`src/rtl/clock_timebase.sv`:
```
// clock_timebase: 1 kHz -> 1 Hz prescaler and 24h BCD time of day.
// Ports: _1kHzIN clk, nCR async reset (low), AdjMinkey/AdjHrkey adjust keys,
//   Hour/Minute/Second BCD time, Tick1Hz tick pulse, Chime hourly chime.
// Option: CHIME_EN enables the hourly chime logic (Chime tied low otherwise).
module clock_timebase #(
  parameter int DIV = 1000
) (
  input  logic       _1kHzIN,
  input  logic       nCR,
  input  logic       AdjMinkey,
  input  logic       AdjHrkey,
  output logic [7:0] Hour,
  output logic [7:0] Minute,
  output logic [7:0] Second,
  output logic       Tick1Hz,
  output logic       Chime
);

  localparam int CW = $clog2(DIV);

  logic [CW-1:0] cnt;
  logic          tick;
  logic [1:0]    min_sync;
  logic [1:0]    hr_sync;
  logic          adj_m;
  logic          adj_h;
  logic [8:0]    s_inc;
  logic [8:0]    m_inc;
  logic [7:0]    h_inc;
  logic [7:0]    s_nxt;
  logic [7:0]    m_nxt;
  logic [7:0]    h_nxt;

  // {carry, next} for a 00..59 BCD field
  function automatic logic [8:0] inc60(input logic [7:0] v);
    logic [8:0] r;
    if (v[3:0] == 4'd9) begin
      if (v[7:4] == 4'd5) r = 9'h100;
      else                r = {1'b0, v[7:4] + 4'd1, 4'd0};
    end else begin
      r = {1'b0, v[7:4], v[3:0] + 4'd1};
    end
    return r;
  endfunction

  function automatic logic [7:0] inc24(input logic [7:0] v);
    logic [7:0] r;
    if (v == 8'h23)            r = 8'h00;
    else if (v[3:0] == 4'd9)   r = {v[7:4] + 4'd1, 4'd0};
    else                       r = {v[7:4], v[3:0] + 4'd1};
    return r;
  endfunction

  assign tick  = (cnt == CW'(DIV - 1));
  assign adj_m = min_sync[1];
  assign adj_h = hr_sync[1];
  assign s_inc = inc60(Second);
  assign m_inc = inc60(Minute);
  assign h_inc = inc24(Hour);

  always_comb begin
    s_nxt = Second;
    m_nxt = Minute;
    h_nxt = Hour;
    unique case (1'b1)
      (!adj_m && !adj_h): begin
        s_nxt = s_inc[7:0];
        if (s_inc[8]) m_nxt = m_inc[7:0];
        if (s_inc[8] && m_inc[8]) h_nxt = h_inc;
      end
      (adj_m && !adj_h): m_nxt = m_inc[7:0];
      (!adj_m && adj_h): h_nxt = h_inc;
      default: begin
        m_nxt = m_inc[7:0];
        h_nxt = h_inc;
      end
    endcase
  end

  always_ff @(posedge _1kHzIN or negedge nCR) begin
    if (!nCR) begin
      cnt      <= '0;
      Tick1Hz  <= 1'b0;
      min_sync <= 2'b00;
      hr_sync  <= 2'b00;
      Hour     <= 8'h00;
      Minute   <= 8'h00;
      Second   <= 8'h00;
    end else begin
      cnt      <= tick ? '0 : cnt + CW'(1);
      Tick1Hz  <= tick;
      min_sync <= {min_sync[0], AdjMinkey};
      hr_sync  <= {hr_sync[0], AdjHrkey};
      if (tick) begin
        Hour   <= h_nxt;
        Minute <= m_nxt;
        Second <= s_nxt;
      end
    end
  end

`ifdef CHIME_EN
  // odd seconds 51..59 of minute 59
  function automatic logic chime_win(input logic [7:0] m,
                                     input logic [7:0] s);
    return (m == 8'h59) && (s[7:4] == 4'd5) && s[0];
  endfunction

  always_ff @(posedge _1kHzIN or negedge nCR) begin
    if (!nCR) begin
      Chime <= 1'b0;
    end else if (tick) begin
      Chime <= chime_win(m_nxt, s_nxt);
    end
  end
`else
  assign Chime = 1'b0;
`endif

endmodule
```
`config.mk`:
```
export PLATFORM = sky130hd
export DESIGN_NAME = clock_timebase
export DESIGN_NICKNAME = d
export VERILOG_FILES = /design/src/rtl/clock_timebase.sv
export SDC_FILE = /design/constraint.sdc
export NUM_CORES = 1
export LEC_CHECK = 0
export BUFFER_PORTS_ARGS = -buffer_cell sky130_fd_sc_hd__buf_2
export CAP_MARGIN = 20
export CORE_MARGIN = 5
export CORE_UTILIZATION = 45
export DETAILED_ROUTE_END_ITERATION = 12
export GPL_TIMING_DRIVEN = 0
export PLACE_DENSITY = 0.66
export SLEW_MARGIN = 20
export SYNTH_ARGS = -nofsm -noshare
export SYNTH_HDL_FRONTEND = slang
export SYNTH_SLANG_ARGS = --single-unit
```
`constraint.sdc`:
```
create_clock -name _1kHzIN -period 2.85 [get_ports _1kHzIN]
set_clock_uncertainty 0.1 [all_clocks]
set_input_delay 0 -clock _1kHzIN [delete_from_list [all_inputs] [get_ports _1kHzIN]]
set_output_delay 0 -clock _1kHzIN [all_outputs]
set_load 0.1 [all_outputs]
```
* Yosys cells after proc, flatten, opt, wreduce, memory -nomap -nowiden
Cells that the tools add are included.
** Word-level totals
- Register bits after elaboration :: 39
- Bits in latches :: 0
- Memory bits (writable) :: 0
- Memory bits (read-only) :: 0
- Output and inout bits :: 26
- Logic and storage cells :: 47
- Memories :: 0
** Operators by class
- Add/sub/neg operators :: 7
- Multiply operators :: 0
- Div/mod/pow operators :: 0
- $lt $le $gt $ge :: 0
- Equality and inequality tests :: 9
- Shifts and indexed selects :: 0
- Mux-type cells :: 11
- Bitwise operators :: 2
- Reductions and logical operators :: 10
** Operator list (number)
- $mux 9 :: 4
- $mux 8 :: 4
- $pmux 8 s2 :: 2
- $add 4x1->4 const B :: 6
- $eq 4x4->1 const B :: 3
- $add 10x1->10 const B :: 1
- $eq 10x10->1 const B :: 1
- $mux 10 :: 1
- $reduce_and 3->1 :: 3
- $eq 4x3->1 const B :: 2
- $eq 8x6->1 const B :: 1
- $logic_and 1x1->1 :: 4
- $logic_not 1->1 :: 2
- $ne 2x1->1 const B :: 1
- $ne 2x2->1 const B :: 1
- $not 1->1 :: 2
- $reduce_and 2->1 :: 1

* Logic depth before layout (Yosys ltp)
Gate-level depths: netlist (run 1).
- Depth after elaboration :: 6
- Depth in mapped cells :: 9

* Least setup slack after synthesis (run 1)
Ideal clock, no wire load.
- Kind :: reg-to-reg
- Start :: register Second[0]
- End :: register Second[4]
- Library setup time :: 0.158 ns
- Data arrival time :: 2.325 ns
- Data required time :: 2.592 ns
- Slack :: 0.267 ns
- Stages on the path, launching flop included :: 5
- Path buffers :: 0
- Cells stage by stage :: dfrtp_1 > nor3b_1 > or4b_1 > or3b_1 > xnor2_1
** Between the ends
- Longest elaborated chain between the ends :: 2
** RTL lines
- start: declaration :: line 14 : output logic [7:0] Second,
- start signal: assignment :: line 97 : Second <= s_nxt;
- $eq 4x4->1 :: line 37 : if (v[3:0] == 4'd9) begin
- $reduce_and 3->1 (no line)
Every way passes these cells.
A chain may end at the register's enable or synchronous reset.

* Worst setup path after layout (run 1)
- Start :: register cnt[0]
- End :: register Minute[5]
** Between the ends
- Longest elaborated chain between the ends :: 2
** RTL lines
- start: declaration :: line 21 : logic [CW-1:0] cnt;
- start signal: assignment :: line 90 : cnt <= tick ? '0 : cnt + CW'(1);
- $eq 10x10->1 :: line 54 : assign tick = (cnt == CW'(DIV - 1));
- $reduce_and 3->1 (no line)
- end signal: assignment :: line 96 : Minute <= m_nxt;
- end: declaration :: line 13 : output logic [7:0] Minute,
Every way passes these cells.

==> results of run 1 <==
[metal layers]
metal  wire length [µm]  part of all wire (%)  vias up  global-route usage (%)
li1                   -                     -      675                       -
met1               1550                    45      650                    17.2
met2               1630                    48       31                    22.0
met3                189                   5.5        6                    4.19
met4                 56                   1.6        0                    5.53
met5                  0                     0        -                       0
[registers in the layout (all words and copies together) (netlist names)]
| signal | count |
|---|---|
| Minute | 8 |
| Second | 8 |
| cnt | 10 |
| hr_sync | 2 |
| min_sync | 2 |
| Hour | 8 |
| Tick1Hz | 1 |
[layout make-up]
cell class / instances / area (µm²) / area share [%]
flip-flops and latches: 39 / 976 / 44.4
inverters: 11 / 46.3 / 2.11
repair buffers: 31 / 170 / 7.74
plain buffers: 3 / 30.0 / 1.37
multi-input cells: 121 / 813 / 37.0
clock buffers: 8 / 100 / 4.55
well taps: 50 / 62.6 / 2.85
[how the worst max path moves through the flow]
| stage | slack (ns) | from | cells past startpoint | to |
|---|---|---|---|---|
| 4_1_cts | 0.51 | cnt[0]$_DFF_PN0_ | 6 | Minute[5]$_DFFE_PN0P_ |
| 2_1_floorplan | 0.27 | Second[0]$_DFFE_PN0P_ | 4 | Second[4]$_DFFE_PN0P_ |
| 3_5_place_dp | 0.52 | cnt[0]$_DFF_PN0_ | 6 | Minute[5]$_DFFE_PN0P_ |
| 3_3_place_gp | 0.59 | cnt[0]$_DFF_PN0_ | 6 | Minute[5]$_DFFE_PN0P_ |
| 6_report | 0.51 | cnt[0]$_DFF_PN0_ | 6 | Minute[5]$_DFFE_PN0P_ |
| 5_1_grt | 0.37 | cnt[0]$_DFF_PN0_ | 6 | Minute[5]$_DFFE_PN0P_ |
[critical path, stage by stage (launching register included)]
cell and delay (ns):
dfrtp_1 0.39, ha_1 0.22, nand2_1 0.15, or3_1 0.41, buf_6 0.15, nor3_1 0.42, mux2_2 0.38
[where the power goes]
part / leakage [nW] / internal, mW / switching, mW
Combinational: 0.459 / 0.00542 / 0.0176
Sequential: 0.521 / 0.556 / 0.00152
Clock: 0.0515 / 0.221 / 0.188
Total: 1.03 / 0.782 / 0.207
[stage by stage]
step,setup WS [ns],util [%],cell area (µm²),instances
after floorplan,0.267,-,1870,174
after global placement,0.590,51.7,2070,252
after detailed placement,0.521,51.7,2070,252
after CTS,0.508,55.0,2200,263
after global routing,0.368,55.0,2200,263
final,0.511,55.0,2200,263
[cells by family after synthesis]
family	count (synthesis)	share of synthesized area, %
other cells	1	0.201
xor+xnor	16	7.51
fa+ha+maj	5	3.35
compound gates	31	10.4
flops	39	52.3
buf+inv	14	4.09
simple gates	65	20.3
mux	3	1.81
[cell usage in the layout (no fill, tap or decap), types with 2 or more instances in the layout]
master,netlist,routed
nor3b_1,3,3
xnor2_1,10,10
buf_6,2,2
or3_1,4,4
clkbuf_8,0,7
inv_1,10,10
buf_2,0,28
nor4bb_1,2,2
a21oi_1,7,7
nor4_1,2,2
nand3_1,10,10
mux2_2,3,3
o21ai_0,15,15
ha_1,5,5
dlygate4sd3_1,0,3
o31ai_1,3,3
nand2b_1,2,2
nor2b_1,4,4
xor2_1,6,6
nand2_1,11,11
nor2_1,15,15
dfrtp_1,39,39
and2_1,2,2
==> run_results.csv, run 1 <==
group,metric,value,unit
run_status,status,"completed",
sta,whs,0.248,ns
cells_and_area,synthToLayoutAreaGrowth,17.8,%
grt,grt_util_all_layers,13.7,%
die,die_x,74.4,µm
setup_path,crit_fanout,6,
logic_synthesis,synth_largest_area_cell,"dfrtp_1",
clock_tree,cts_root_buffer,"clkbuf_8",
sta,maxSlewViolCount,0,
logic_synthesis,syn_nets,183,
pwr,cellLeakagePower,1.03,nW
setup_path,cp_data_arrival_time,2.42,ns
logic_synthesis,synth_edf_count,0,
logic_synthesis,ys_warn_count,0,
clock_tree,cts_tree,"done",
grt,grt_max_degree,40,
place,io_buffers,28,
pwr,p_per_area,450,nW/µm²
job,cap_violations,0,
cells_and_area,antenna_cells,0,
place,dpl.hpwl,2430,µm
logic_synthesis,synth.avg_cell_area,10.7,µm²
die,initial_core_util,46.6,%
drt,drc,0,
grt,grt_pass1_vias,1315,
setup_path,cp-start-kind,"register",
drt,drt_iter0_markers,108,
grt,grt_overflow,0,
logic_synthesis,yosysSeqAreaShare,52.3,%
drt,routedWlPerCell,13.0,µm
logic_synthesis,ys_types,39,
cells_and_area,final_nets,221,
logic_synthesis,synth_area,1870,µm²
sta,fin_tns_setup,0,ns
logic_synthesis,synth_common_cells,"dfrtp_1 (39), nor2_1 (15), o21ai_0 (15)",
logic_synthesis,yosysMostFrequentCell,"dfrtp_1",
logic_synthesis,synthTopCellsByArea,"dfrtp_1 (52%), xnor2_1 (4.7%), o21ai_0 (4.0%)",
setup_path,end_kind,"register",
die,core_area,4000,µm²
sta,maxSlewHeadroom,44.8,%
logic_synthesis,synth_top_area_share,52.3,%
clock_tree,cts-hold-fix-buffers,3,
clock_tree,clock_latency,0.29,ns
clock_tree,cts_setup_buffers,0,
pwr,peakVddDrop,0.260,mV
setup_path,r2r_slack,0.51,ns
setup_path,r2r-end,"Minute[5]$_DFFE_PN0P_",
setup_path,cp.required,2.93,ns
place,gp_congestion,0.797,
clock_tree,clock-sinks,39,
cells_and_area,fill_cells,347,
logic_synthesis,synth_flop_cell,"dfrtp_1",
pwr,p_total,989,µW
clock_tree,clkTransAtPathRegs,0.08,ns
drt,routed_wl,3420,µm
die,die_area,5530,µm²
sta,worst_pin_slew,0.828,ns
drt,drtAntennaViolNets,0,
clock_tree,cts_resized,0,
clock_tree,cts_buffer_depth,2,
sta,setup_viol,0,
drt,vias,1362,
sta,fin_crit_sh,82.1,%
sta,rsz0062_at_grt,"false",
grt,antenna_found_initial,0,
die,ios,30,
setup_path,setup.worst_path.class,"reg2reg",
setup_path,rr_worst_depth,6,
die,rows,23,
logic_synthesis,syn-instance-count,174,
cells_and_area,drive_above_1_share,21.1,%
hold_path,hold_class,"in2async",
sta,layout_min_cycle_time,2.34,ns
setup_path,reg2reg_from,"cnt[0]$_DFF_PN0_",
logic_synthesis,ys_ff_latch,39,
drt,avgViaCountPerCell,5.18,
logic_synthesis,ys_async_sr_fraction,100,%
die,fp.dieH,74.4,µm
sta,fmax,428,MHz
clock_tree,numCtsBuffers,5,
clock_tree,htreeDepth,2,
sta,finalHoldViolations,0,
grt,grt_first_pass_wirelength,5780,µm
drt,dr.pass1.iters,4,
No activity file was read; power rests on OpenSTA's default activity.
==> inputs of run 2 (changes only) <==
--- a/config.mk
+++ b/config.mk
@@ -5,13 +5,14 @@
 export SDC_FILE = /design/constraint.sdc
 export NUM_CORES = 1
 export LEC_CHECK = 0
+export ABC_AREA = 1
 export BUFFER_PORTS_ARGS = -buffer_cell sky130_fd_sc_hd__buf_2
 export CAP_MARGIN = 20
 export CORE_MARGIN = 5
 export CORE_UTILIZATION = 45
 export DETAILED_ROUTE_END_ITERATION = 12
 export GPL_TIMING_DRIVEN = 0
-export PLACE_DENSITY = 0.66
+export PLACE_DENSITY = 0.65
 export SLEW_MARGIN = 20
 export SYNTH_ARGS = -nofsm -noshare
 export SYNTH_HDL_FRONTEND = slang
==> constraint.sdc (replaced) <==
create_clock -name _1kHzIN -period 2.4 [get_ports _1kHzIN]
set_clock_uncertainty 0.1 [all_clocks]
set_input_delay 0 -clock _1kHzIN [delete_from_list [all_inputs] [get_ports _1kHzIN]]
set_output_delay 0 -clock _1kHzIN [all_outputs]
set_load 0.1 [all_outputs]
==> run_results.csv, run 2 <==
group,metric,value,unit
logic_synthesis,synth-adder-area-share,3.09,%
cells_and_area,largest_register_ffs,10,
logic_synthesis,syn-instance-count,250,
clock_tree,htreeDepth,2,
drt,vias,1647,
place,io_buffers,28,
clock_tree,clock-sinks,39,
die,initial_core_util,46.6,%
setup_path,crit_buf_inv,1,
sta,fmax,580,MHz
sta,maxSlewViolCount,0,
cells_and_area,mostFrequentLayoutCell,"nand2_1",
sta,fin_crit_sh,71.8,%
setup_path,rr_worst_depth,7,
grt,antenna_found_initial,0,
setup_path,cp_data_arrival_time,1.79,ns
clock_tree,cts_resized,0,
setup_path,cpPeakStageDelay,0.36,ns
logic_synthesis,synth_compound_area_share,6.05,%
die,core_area,4350,µm²
hold_path,hold_end,"hr_sync[0]$_DFF_PN0_",
clock_tree,cts_tree,"done",
die,die_x,77.1,µm
cells_and_area,drive_above_1_share,20.4,%
setup_path,cp_top_family,"simple AND/OR/NAND/NOR gates",
logic_synthesis,ys_warn_count,0,
setup_path,r2r-end,"Second[4]$_DFFE_PN0P_",
die,rows,24,
drt,drtAntennaViolNets,0,
logic_synthesis,synth_area,2030,µm²
logic_synthesis,ys_async_sr_fraction,100,%
die,die_area,5950,µm²
logic_synthesis,syn_nets,259,
drt,dr.pass1.iters,4,
cells_and_area,synthToLayoutAreaGrowth,15.7,%
logic_synthesis,synth_xor_xnor_area_share,4.32,%
hold_path,worstHoldStart,"AdjHrkey",
logic_synthesis,synth_edf_count,0,
logic_synthesis,synthTopCellsByArea,"dfrtp_1 (48%), nand2_1 (11%), nand3_1 (6.4%)",
setup_path,end_kind,"register",
sta,maxSlewHeadroom,43.3,%
clock_tree,clkTransAtPathRegs,0.08,ns
grt,grt_overflow,0,
logic_synthesis,ys_types,25,
grt,grt_util_all_layers,13.5,%
logic_synthesis,synth_top_area_share,48.1,%
sta,fin_tns_setup,0,ns
job,cap_violations,0,
clock_tree,cts_root_buffer,"clkbuf_8",
pwr,cellLeakagePower,1.25,nW
grt,grt_pass1_vias,1493,
logic_synthesis,ys_ff_latch,39,
setup_path,crit_slowest_cell,"dfrtp_1",
run_status,status,"completed",
logic_synthesis,synth_largest_area_cell,"dfrtp_1",
drt,routed_wl,3740,µm
cells_and_area,antenna_cells,0,
pwr,p_per_area,477,nW/µm²
setup_path,path_cells,"ha_1 > nand2_2 > inv_2 > nand2_2 > nor3_4 > nand3_2 > xor2_1",
drt,routedWlPerCell,11.0,µm
cells_and_area,final_nets,297,
die,ios,30,
setup_path,setup.worst_path.class,"reg2reg",
logic_synthesis,yosysMostFrequentCell,"nand2_1",
place,dpl.hpwl,2700,µm
cells_and_area,regMostFlops,"cnt",
drt,avgViaCountPerCell,4.83,
setup_path,cp.required,2.47,ns
place,preCtsSetupSlack,0.683,ns
clock_tree,numCtsBuffers,5,
cells_and_area,mostFrequentLayoutCells,"nand2_1 (61), dfrtp_1 (39), nor2_1 (28), buf_2 (28), nand3_1 (26)",
logic_synthesis,synth_flop_cell,"dfrtp_1",
hold_path,hold_depth,2,
logic_synthesis,synth_common_cells,"nand2_1 (61), dfrtp_1 (39), nor2_1 (28)",
grt,grt_first_pass_wirelength,6780,µm
setup_path,cp-start-kind,"register",
sta,finalHoldViolations,0,
logic_synthesis,yosysSeqAreaShare,48.1,%
setup_path,critPathMostFrequentCell,"nand2_2",
logic_synthesis,synthMuxAreaShare,0,%
drt,drc,0,
logic_synthesis,synth.avg_cell_area,8.11,µm²
setup_path,reg2reg_from,"cnt[1]$_DFF_PN0_",
setup_path,r2r_slack,0.68,ns
sta,setup_viol,0,
cells_and_area,fill_cells,418,
sta,layout_min_cycle_time,1.72,ns
pwr,peakVddDrop,0.418,mV
sta,rsz0062_at_grt,"false",
die,fp.dieH,77.1,µm
clock_tree,clock_latency,0.29,ns
sta,worst_pin_slew,0.850,ns
clock_tree,cts_buffer_depth,2,
drt,drt_iter0_markers,73,
grt,grt_max_degree,40,
logic_synthesis,synth_top_family_by_area,"simple AND/OR/NAND/NOR gates",
place,gp_congestion,0.795,
setup_path,crit_fanout,7,
logic_synthesis,synthSimpleGateAreaFrac,32.1,%
hold_path,hold_class,"in2reg",
sta,finalWorstSetupSlack,0.677,ns
==> run 2: worst max path at each step <==
stage                        startpoint                     to  slack, ns  cells after the start
floorplan           Hour[0]$_DFFE_PN0P_    Hour[4]$_DFFE_PN0P_       0.20                      8
global placement       cnt[0]$_DFF_PN0_  Second[4]$_DFFE_PN0P_       0.67                      7
detailed placement     cnt[0]$_DFF_PN0_  Second[4]$_DFFE_PN0P_       0.68                      7
CTS                    cnt[1]$_DFF_PN0_  Second[4]$_DFFE_PN0P_       0.67                      7
global route           cnt[1]$_DFF_PN0_  Second[4]$_DFFE_PN0P_       0.52                      7
finish                 cnt[1]$_DFF_PN0_  Second[4]$_DFFE_PN0P_       0.68                      7
==> run 2: repair_timing <==
item | in CTS | in global routing
setup buffers | 0 | 0
hold endpoints to repair | 41 | 0
hold buffers | 3 | 0
==> run 2: through the flow <==
step / instance area (µm²) / power, mW / utilization [%] / hold slack [ns] / cells
6_report: 2350 / 1.12 / 53.9 / 0.244 / 341
4_1_cts: 2350 / 1.14 / 53.9 / 0.238 / 341
3_5_place_dp: 2230 / 0.708 / 51.3 / 0.00933 / 330
3_3_place_gp: 2230 / 0.708 / 51.3 / 0.00738 / 330
5_1_grt: 2350 / 1.17 / 53.9 / 0.250 / 341
2_1_floorplan: 2030 / 0.690 / - / -0.396 / 250
==> run 2: cells by family (layout without fill, tap and decap cells) <==
kind of cell	after synthesis	in the layout
AND/OR/NAND/NOR	141	141
flip-flops	39	39
buffers and inverters	30	69
AO/OA/AOI/OAI	24	24
XOR/XNOR	10	10
adder cells (fa/ha/maj)	5	5
other	1	1
==> run 2: final cells by class <==
class,count,area [µm²],share of cell area [%]
tap,52,65.1,2.77
clock inverter,3,15.0,0.640
sequential,39,976,41.6
clock buffer,5,68.8,2.93
multi-input combinational,181,927,39.5
buffer,2,18.8,0.800
timing repair buffer,31,170,7.25
inverter,28,105,4.48
==> run 2: metal layers <==
layer  up-vias  GRT usage [%]  wire [µm]
li1        869              -          -
met1       757           18.9       1910
met2        19           20.6       1660
met3         2           3.75        144
met4         0           3.61         24
met5         -              0          0
==> run 2: report_power, final <==
group	leakage, nW	internal (mW)	switching (mW)
Combinational	0.677	0.00780	0.0277
Sequential	0.521	0.660	0.00114
Clock	0.0477	0.199	0.225
Total	1.25	0.867	0.253
==> inputs of run 3 (changes only) <==
--- a/config.mk
+++ b/config.mk
@@ -12,7 +12,7 @@
 export CORE_UTILIZATION = 45
 export DETAILED_ROUTE_END_ITERATION = 12
 export GPL_TIMING_DRIVEN = 0
-export PLACE_DENSITY = 0.65
+export PLACE_DENSITY = 0.68
 export SLEW_MARGIN = 20
 export SYNTH_ARGS = -nofsm -noshare
 export SYNTH_HDL_FRONTEND = slang
==> constraint.sdc (replaced) <==
create_clock -name _1kHzIN -period 1.56 [get_ports _1kHzIN]
set_clock_uncertainty 0.1 [all_clocks]
set_input_delay 0 -clock _1kHzIN [delete_from_list [all_inputs] [get_ports _1kHzIN]]
set_output_delay 0 -clock _1kHzIN [all_outputs]
set_load 0.1 [all_outputs]
==> run_results.csv, run 3 (synthesis gave the netlist of run 2 again) <==
group,metric,value,unit
run_status,status,"finished, violations left",
run_status,violations,"setup timing",
drt,routedWlPerCell,12.9,µm
sta,fmax,617,MHz
setup_path,setup.worst_path.class,"reg2reg",
sta,maxSlewHeadroom,42.8,%
place,preCtsSetupSlack,-0.171,ns
sta,layout_min_cycle_time,1.62,ns
place,gp_congestion,0.755,
setup_path,crit_slowest_cell,"dfrtp_1",
grt,grt_util_all_layers,14.8,%
cells_and_area,antenna_cells,0,
clock_tree,clock-sinks,39,
hold_path,hold_class,"in2async",
grt,grt_pass1_vias,1655,
setup_path,cp-start-kind,"register",
pwr,p_per_area,653,nW/µm²
cells_and_area,fill_cells,385,
place,dp.cells,330,
drt,routed_wl,4570,µm
setup_path,cp.required,1.64,ns
place,io_buffers,28,
clock_tree,cts_root_buffer,"clkbuf_8",
sta,finalWorstSetupSlack,-0.0603,ns
cells_and_area,fin_cells,354,
drt,avgViaCountPerCell,5.07,
setup_path,cp.depth,11,
place,placed_area,2340,µm²
die,ios,30,
sta,finalHoldViolations,0,
grt,grt_max_degree,40,
setup_path,rr_worst_depth,11,
cells_and_area,largest_register_ffs,10,
clock_tree,cts_tree,"done",
clock_tree,clock_latency,0.29,ns
die,initial_core_util,46.6,%
die,die_x,77.1,µm
cells_and_area,drive_above_1_share,38.1,%
sta,setup_viol,8,
cells_and_area,synthToLayoutAreaGrowth,32.6,%
die,rows,24,
sta,whs,0.250,ns
cells_and_area,fin_util,61.7,%
die,die_area,5950,µm²
drt,drt_iter0_markers,99,
grt,grt_overflow,0,
sta,maxSlewViolCount,0,
setup_path,path_cells,"ha_4 > nand2_4 > inv_4 > nand2_4 > nor3_4 > buf_6 > nand2_4 > inv_4 > nand2_4 > nand2_1 > nand2_1",
drt,drtAntennaViolNets,0,
grt,grt_first_pass_wirelength,7160,µm
job,cap_violations,0,
sta,fin_crit_sh,104,%
setup_path,crit_fanout,5,
drt,drc,0,
grt,antenna_found_initial,0,
clock_tree,clkTransAtPathRegs,0.08,ns
pwr,cellLeakagePower,1.35,nW
pwr,peakVddDrop,0.520,mV
drt,vias,1794,
clock_tree,cts_buffer_depth,2,
clock_tree,numCtsBuffers,5,
die,fp.dieH,77.1,µm
cells_and_area,final_nets,310,
cells_and_area,regMostFlops,"cnt",
setup_path,end_kind,"register",
setup_path,critPathMostFrequentCell,"nand2_4",
clock_tree,htreeDepth,2,
sta,rsz0062_at_grt,"true",
setup_path,cpPeakStageDelay,0.42,ns
drt,dr.pass1.iters,4,
cells_and_area,mostFrequentLayoutCell,"nand2_1",
setup_path,cp_data_arrival_time,1.70,ns
die,core_area,4350,µm²
sta,worst_pin_slew,0.858,ns
setup_path,crit_buf_inv,3,
sta,fin_tns_setup,-0.193,ns
setup_path,cp_top_family,"simple AND/OR/NAND/NOR gates",
pwr,p_total,1.75,mW
place,dpl.hpwl,2820,µm
cells_and_area,mostFrequentLayoutCells,"nand2_1 (58), buf_2 (28), nand3_1 (26)",
cells_and_area,finalInstanceArea,2690,µm²
## run 3: final timing paths
path | slack [ns] | to | start
max in group asynchronous | 0.47 | Hour[0]$_DFFE_PN0P_ | nCR
worst max register to register | -0.06 | Hour[7]$_DFFE_PN0P_ | cnt[1]$_DFF_PN0_
worst max-delay path | -0.06 | Hour[7]$_DFFE_PN0P_ | cnt[1]$_DFF_PN0_
worst min register to register | 0.27 | min_sync[1]$_DFF_PN0_ | min_sync[0]$_DFF_PN0_
worst min-delay path | 0.25 | Tick1Hz$_DFF_PN0_ | nCR
min in group _1kHzIN | 0.25 | min_sync[0]$_DFF_PN0_ | AdjMinkey
## run 3: repair_timing
item                                    CTS  global route
hold buffers                              3             0
pin swaps                                 5             6
setup buffers                             5             7
gates resized for setup                  12            18
endpoints found under the setup margin   24            26
hold endpoints to repair                 41             0
cloned                                    0             1
## run 3: final cells by class
| type | count | area, µm² | share of cell area, % |
|---|---|---|---|
| buffer | 2 | 22.5 | 0.838 |
| clock buffer | 7 | 76.3 | 2.84 |
| clock inverter | 1 | 5.00 | 0.186 |
| inverter | 28 | 110 | 4.10 |
| multi-input combinational | 182 | 1090 | 40.6 |
| sequential | 39 | 1030 | 38.3 |
| tap | 52 | 65.1 | 2.42 |
| timing repair buffer | 43 | 289 | 10.8 |
## run 3: where the power goes
| part | total [mW] | switching [mW] | leakage [nW] | internal, mW |
|---|---|---|---|---|
| combinational | 0.0680 | 0.0488 | 0.828 | 0.0192 |
| clock | 0.669 | 0.355 | 0.0422 | 0.314 |
| sequential | 1.02 | 0.00260 | 0.478 | 1.01 |
## run 3: worst reg2reg max path: stages (launching register included)
cell and delay (ns):
dfrtp_1 0.42, ha_4 0.17, nand2_4 0.05, inv_4 0.09
nand2_4 0.05, nor3_4 0.14, buf_6 0.15, nand2_4 0.05
inv_4 0.09, nand2_4 0.07, nand2_1 0.07, nand2_1 0.06
## run 3: layer usage
layer / vias to the layer above / GRT usage (%) / wire [µm]
li1: 895 / - / -
met1: 850 / 17.8 / 1920
met2: 41 / 25.0 / 2380
met3: 8 / 4.68 / 208
met4: 0 / 4.64 / 57
met5: - / 0 / 0
